===== src/rtl/conway_grid_ctrl.sv =====
// Generation sequencer for a toroidal Game-of-Life grid. Two bit banks ping-pong between
// current and next generation, and every cell is evaluated by one shared external evaluator.
module conway_grid_ctrl #(
    parameter int WIDTH  = 8,
    parameter int HEIGHT = 8,
    parameter int XW     = $clog2(WIDTH),
    parameter int YW     = $clog2(HEIGHT)
) (
    input  logic          clk,
    input  logic          rst,
    input  logic          start,
    output logic          busy,
    output logic          done,
    output logic [15:0]   gen_count,
    input  logic          wr_en,
    input  logic [XW-1:0] wr_x,
    input  logic [YW-1:0] wr_y,
    input  logic          wr_data,
    input  logic [XW-1:0] rd_x,
    input  logic [YW-1:0] rd_y,
    output logic          rd_data,
    output logic [8:0]    cell_status,
    input  logic          cell_out
);

    localparam int N  = WIDTH * HEIGHT;
    localparam int KW = $clog2(N);

    localparam logic [XW-1:0] X_LAST = XW'(WIDTH - 1);
    localparam logic [YW-1:0] Y_LAST = YW'(HEIGHT - 1);

    localparam logic [1:0] S_IDLE  = 2'd0;
    localparam logic [1:0] S_SCAN  = 2'd1;
    localparam logic [1:0] S_DRAIN = 2'd2;
    localparam logic [1:0] S_SWAP  = 2'd3;

    logic [N-1:0]  r_bank [2];
    logic          r_sel;
    logic [1:0]    r_state;
    logic [XW-1:0] r_x;
    logic [YW-1:0] r_y;
    logic [KW-1:0] r_k_prev;
    logic          r_wb_valid;
    logic          r_done;
    logic [15:0]   r_gen_cnt;

    logic [N-1:0]  w_cur;
    logic [XW-1:0] w_xm;
    logic [XW-1:0] w_xp;
    logic [YW-1:0] w_ym;
    logic [YW-1:0] w_yp;
    logic          w_wr_ok;
    logic          w_rd_ok;
    logic [8:0]    w_status;

    function automatic logic [KW-1:0] f_idx(input logic [XW-1:0] fx, input logic [YW-1:0] fy);
        return KW'(32'(fy) * WIDTH + 32'(fx));
    endfunction

    assign w_cur = r_bank[r_sel];

    // Toroidal neighbour coordinates of the scan index
    assign w_xm = (r_x == '0)     ? X_LAST : r_x - XW'(1);
    assign w_xp = (r_x == X_LAST) ? '0     : r_x + XW'(1);
    assign w_ym = (r_y == '0)     ? Y_LAST : r_y - YW'(1);
    assign w_yp = (r_y == Y_LAST) ? '0     : r_y + YW'(1);

    assign w_wr_ok = (32'(wr_x) < WIDTH) && (32'(wr_y) < HEIGHT);
    assign w_rd_ok = (32'(rd_x) < WIDTH) && (32'(rd_y) < HEIGHT);

    always_comb begin
        w_status = '0;
        if (r_state == S_SCAN) begin
            w_status = {w_cur[f_idx(w_xm, w_ym)], w_cur[f_idx(r_x, w_ym)], w_cur[f_idx(w_xp, w_ym)],
                        w_cur[f_idx(w_xm, r_y)],  w_cur[f_idx(r_x, r_y)],  w_cur[f_idx(w_xp, r_y)],
                        w_cur[f_idx(w_xm, w_yp)], w_cur[f_idx(r_x, w_yp)], w_cur[f_idx(w_xp, w_yp)]};
        end
    end

    assign cell_status = w_status;
    assign rd_data     = w_rd_ok ? w_cur[f_idx(rd_x, rd_y)] : 1'b0;
    assign busy        = (r_state != S_IDLE);
    assign done        = r_done;
    assign gen_count   = r_gen_cnt;

    // Sequencer: scan index, write-back pipeline, bank select and generation counter
    always_ff @(posedge clk) begin
        if (rst) begin
            r_state    <= S_IDLE;
            r_x        <= '0;
            r_y        <= '0;
            r_k_prev   <= '0;
            r_wb_valid <= 1'b0;
            r_done     <= 1'b0;
            r_sel      <= 1'b0;
            r_gen_cnt  <= '0;
        end else begin
            r_done     <= (r_state == S_SWAP);
            r_wb_valid <= (r_state == S_SCAN);
            case (r_state)
                S_IDLE: begin
                    if (start) begin
                        r_state <= S_SCAN;
                        r_x     <= '0;
                        r_y     <= '0;
                    end
                end
                S_SCAN: begin
                    r_k_prev <= f_idx(r_x, r_y);
                    if (r_x == X_LAST) begin
                        r_x <= '0;
                        if (r_y == Y_LAST) begin
                            r_y     <= '0;
                            r_state <= S_DRAIN;
                        end else begin
                            r_y <= r_y + YW'(1);
                        end
                    end else begin
                        r_x <= r_x + XW'(1);
                    end
                end
                S_DRAIN: r_state <= S_SWAP;
                S_SWAP: begin
                    r_sel     <= ~r_sel;
                    r_gen_cnt <= r_gen_cnt + 16'd1;
                    r_state   <= S_IDLE;
                end
                default: r_state <= S_IDLE;
            endcase
        end
    end

    // Host writes hit the current bank only in IDLE; evaluator results land in the other bank
    // one cycle behind the scan index.
    always_ff @(posedge clk) begin
        if (rst) begin
            r_bank[0] <= '0;
            r_bank[1] <= '0;
        end else begin
            if (r_state == S_IDLE && wr_en && w_wr_ok) begin
                r_bank[r_sel][f_idx(wr_x, wr_y)] <= wr_data;
            end
            if (r_wb_valid) begin
                r_bank[~r_sel][r_k_prev] <= cell_out;
            end
        end
    end

endmodule


===== config.mk =====
export PLATFORM = sky130hd
export DESIGN_NAME = conway_grid_ctrl
export DESIGN_NICKNAME = d
export VERILOG_FILES = /design/src/rtl/conway_grid_ctrl.sv
export SDC_FILE = /design/constraint.sdc
export NUM_CORES = 1
export LEC_CHECK = 0
export CAP_MARGIN = 15
export CELL_PAD_IN_SITES_DETAIL_PLACEMENT = 1
export CELL_PAD_IN_SITES_GLOBAL_PLACEMENT = 1
export CORE_ASPECT_RATIO = 1.1
export CORE_UTILIZATION = 30
export DETAILED_ROUTE_END_ITERATION = 10
export GPL_ROUTABILITY_DRIVEN = 1
export PLACE_DENSITY = 0.62
export SYNTH_ARGS = -nofsm -noshare
export SYNTH_HDL_FRONTEND = slang
export SYNTH_SLANG_ARGS = --single-unit

===== constraint.sdc =====
create_clock -name clk -period 4.3 [get_ports clk]
set_input_delay 0.86 -clock clk [delete_from_list [all_inputs] [get_ports clk]]
set_output_delay 0.86 -clock clk [all_outputs]
set_load 0.005 [all_outputs]

==> impl_metrics.yaml, run 1 <==
synth:
  yosys_warnings: 0
  synthAdderAreaFrac: 0.01408
  synth-seq-cells: 162
  synthDominantCellAreaShare: 0.3090
  ys_seq_area_frac: 0.3637
  synth_compound_area_frac: 0.2757
  synth_cell_types: 73
  syn_nets: 1330
  async_reset_ff_frac: 0
  synthFlopType: "edfxtp_1"
  synth_top_family_by_area: "compound AO/OA/AOI/OAI gates"
  yosysTopAreaCell: "edfxtp_1"
  muxShareOfSynthArea: 0.1394
  syn_avg_cell_area_um2: 9.584
  synthesis.area_um2: 12440
  synth_edf_count: 128
  ys_top_cells_by_area: "edfxtp_1 (31%), a221o_1 (10%), o22ai_1 (7.0%)"
  synth_xor_area_frac: 0.009857
  syn_inst: 1298
  synth-simple-area-share: 0.1479
finish:
  postLayoutCellArea_um2: 15270
  final_nets: 1407
  layout-drive-gt1-share: 0.2327
  final_util: 0.3766
  final_cells: 1942
  areaGrowthSynthToFinish_pct: 22.78
timing:
  tightest_slew_ns: 1.126
  slew_headroom: 0.2437
  fmax_mhz: 230.6
  hold_violations: 0
  rsz0062_at_grt: "yes"
  slew_violations: 0
  fin_ws_ns: -0.03581
  timing.final.crit_share: 1.008
  min_period_ns: 4.336
  finalSetupViolCount: 1
  clock_skew_ns: 0.01295
global_route:
  busiest_layer: "met2"
  grt_start_max_net_pins: 71
  grt_pass1_vias: 12820
  use_met2: 0.4414
  grt-ovfl-total: 0
  use_met1: 0.3465
  grt_pass1_wl_mm: 85.32
  antenna_found_initial: 0
  grt_use_met3: 0.04657
  grtUsageTotal: 0.2710
setup_path:
  crit_fanout: 21
  endpoint_kind: "output port"
  worstPathRequired_ns: 3.44
  arrival_ns: 3.48
  cp-start-kind: "flop"
  crit_type: "flop to output port"
place:
  port-buffer-count: 45
  place_inst: 1882
  dp_hpwl_mm: 40.24
  finalWeightedCongestion: 0.9769
  placed_area_um2: 13880
floorplan:
  die-area_um2: 42280
  num_rows: 77
  die_h_um: 215.6
  coreArea_um2: 40560
  start_util: 0.3067
  fp.dieW_um: 196.2
  io_pins: 46
routing:
  postRouteAntennaNets: 0
  drc: 0
  wl_per_cell_um: 29.71
  vias_per_cell: 6.522
  drt_pre_antenna_iters: 5
  vias: 12670
  drt-initial-drc-count: 1240
  wl_mm: 57.70
clock_network:
  path_clk_slew_ns: 0.07
  cts_sinks: 162
  numCtsBuffers: 17
  cts_tree: "done"
  clk_latency_ns: 0.46
  clockBufferDepth: 2
  postCtsHoldBufs: 0
  cts-root-buf: "clkbuf_16"
  htree_levels: 4
run_status:
  outcome: "complete, but fails checks"
  violations: "negative setup slack"
power_and_ir_drop:
  pwr_density_cell_nw_per_um2: 378.0
  ir_worst_vdd_v: 0.0001973
  p_leak_nw: 5.051
worst_hold_path:
  hp-class: "flop to flop"
job:
  maxCapViolations: 0
## synth_stat cells (30+ instances only)
| master | count |
|---|---|
| a221o_1 | 130 |
| nand2_1 | 117 |
| clkbuf_1 | 95 |
| o22ai_1 | 140 |
| dfxtp_1 | 34 |
| a21oi_1 | 31 |
| mux2i_1 | 63 |
| mux2_2 | 34 |
| mux4_2 | 30 |
| edfxtp_1 | 128 |
| nor3_1 | 36 |
| nor2_1 | 123 |
| nand3_1 | 32 |
## per-stage QoR
stage | hold WS (ns) | setup WS (ns) | setup TNS [ns] | power (mW)
after floorplan | 0.4870 | 0.5681 | 0 | 3.127
after global placement | 0.4868 | 0.1149 | 0 | 3.967
after detailed placement | 0.5089 | -0.01075 | -0.01075 | 3.997
after CTS | 0.5189 | -0.02029 | -0.02029 | 5.636
after global routing | 0.5539 | -0.07896 | -0.2347 | 5.945
final | 0.5138 | -0.03581 | -0.03581 | 5.774
## per-layer routing
layer	routed length, µm	part of all wire
met1	23470	0.41
met4	2594	0.045
met2	27150	0.47
met5	0	0
met3	4487	0.078
## worst max-delay path: stages, from the launching register on
cell and delay (ns):
dfxtp_2 0.39, buf_12 0.18, ha_1 0.20, ha_4 0.20, nor2b_4 0.08, nor2_2 0.30
a32oi_1 0.17, and3_4 0.24, or2_2 0.28, a32oi_2 0.23, o311a_1 0.22, clkdlybuf4s50_1 0.50
## cells in the final DEF (no fill, tap or decap), types with 9 or more instances in the layout
cell type / count
clkbuf_16: 17
a21oi_1: 28
o21ai_0: 19
a22oi_1: 10
nor2b_1: 14
a221o_1: 129
a211oi_1: 11
dfxtp_1: 30
nor3_1: 31
mux2_4: 10
mux2i_1: 42
o211ai_1: 16
mux2i_2: 13
o22ai_1: 139
nand3_1: 30
nand2_1: 114
a2111oi_2: 9
clkdlybuf4s50_1: 39
mux2_2: 27
nand4_1: 9
ha_1: 11
buf_4: 110
mux4_2: 30
edfxtp_1: 128
nor2_1: 118
nand2b_1: 21
inv_1: 18
## worst paths after layout
check	startpoint	end	slack, ns	cells past startpoint
setup reg to reg	r_state[0]	r_bank[1][28]	1.56	7
hold reg to reg	gen_count[5]	gen_count[5]	0.51	2
hold / removal	gen_count[5]	gen_count[5]	0.51	2
setup / recovery	r_x[0]	cell_status[0]	-0.04	11
## final cells by class
type,count,area (µm²)
Antenna cell,1,2.502
Fill cell,4535,25290
Tap cell,553,691.9
Timing Repair Buffer,171,1577
Sequential cell,162,4534
Inverter,23,92.59
Clock inverter,14,88.84
Clock buffer,18,429.2
Multi-Input combinational cell,1000,7858
## power breakdown
group          internal (mW)  switching [mW]  total [mW]
Clock                  0.732           0.682        1.41
Sequential              1.75          0.0768        1.83
Combinational           1.07            1.46        2.53
Total                   3.55            2.22        5.77
## kinds of logic after synthesis
group,after synthesis
DFF,162
adders and majority gates,14
muxes,130
buffers and inverters,137
and+or+nand+nor,401
AOI/OAI and AO/OA,440
xor gates and xnor gates,14
## flip-flops by register name (all words and copies together) (netlist names), named ones only
register / count
r_bank: 128
gen_count: 16
r_k_prev: 6
r_x: 3
r_y: 3
r_state: 2
done: 1
r_sel: 1
r_wb_valid: 1
## what timing repair did
item	CTS	global route
endpoints found under the hold margin	0	0
setup buffers	20	3
gates resized for setup	99	45
endpoints found under the setup margin	10	7
cloned	3	1
pin swaps	8	9
(Power assumes the default switching activity.)
==> run 2, diff against run 1 <==
--- a/config.mk
+++ b/config.mk
@@ -12,6 +12,7 @@
 export CORE_UTILIZATION = 30
 export DETAILED_ROUTE_END_ITERATION = 10
 export GPL_ROUTABILITY_DRIVEN = 1
+export HOLD_SLACK_MARGIN = 0.06
 export PLACE_DENSITY = 0.62
 export SYNTH_ARGS = -nofsm -noshare
 export SYNTH_HDL_FRONTEND = slang
==> results of run 2 <==
No change in the layout: final DEF, timing and power equal those of run 1.
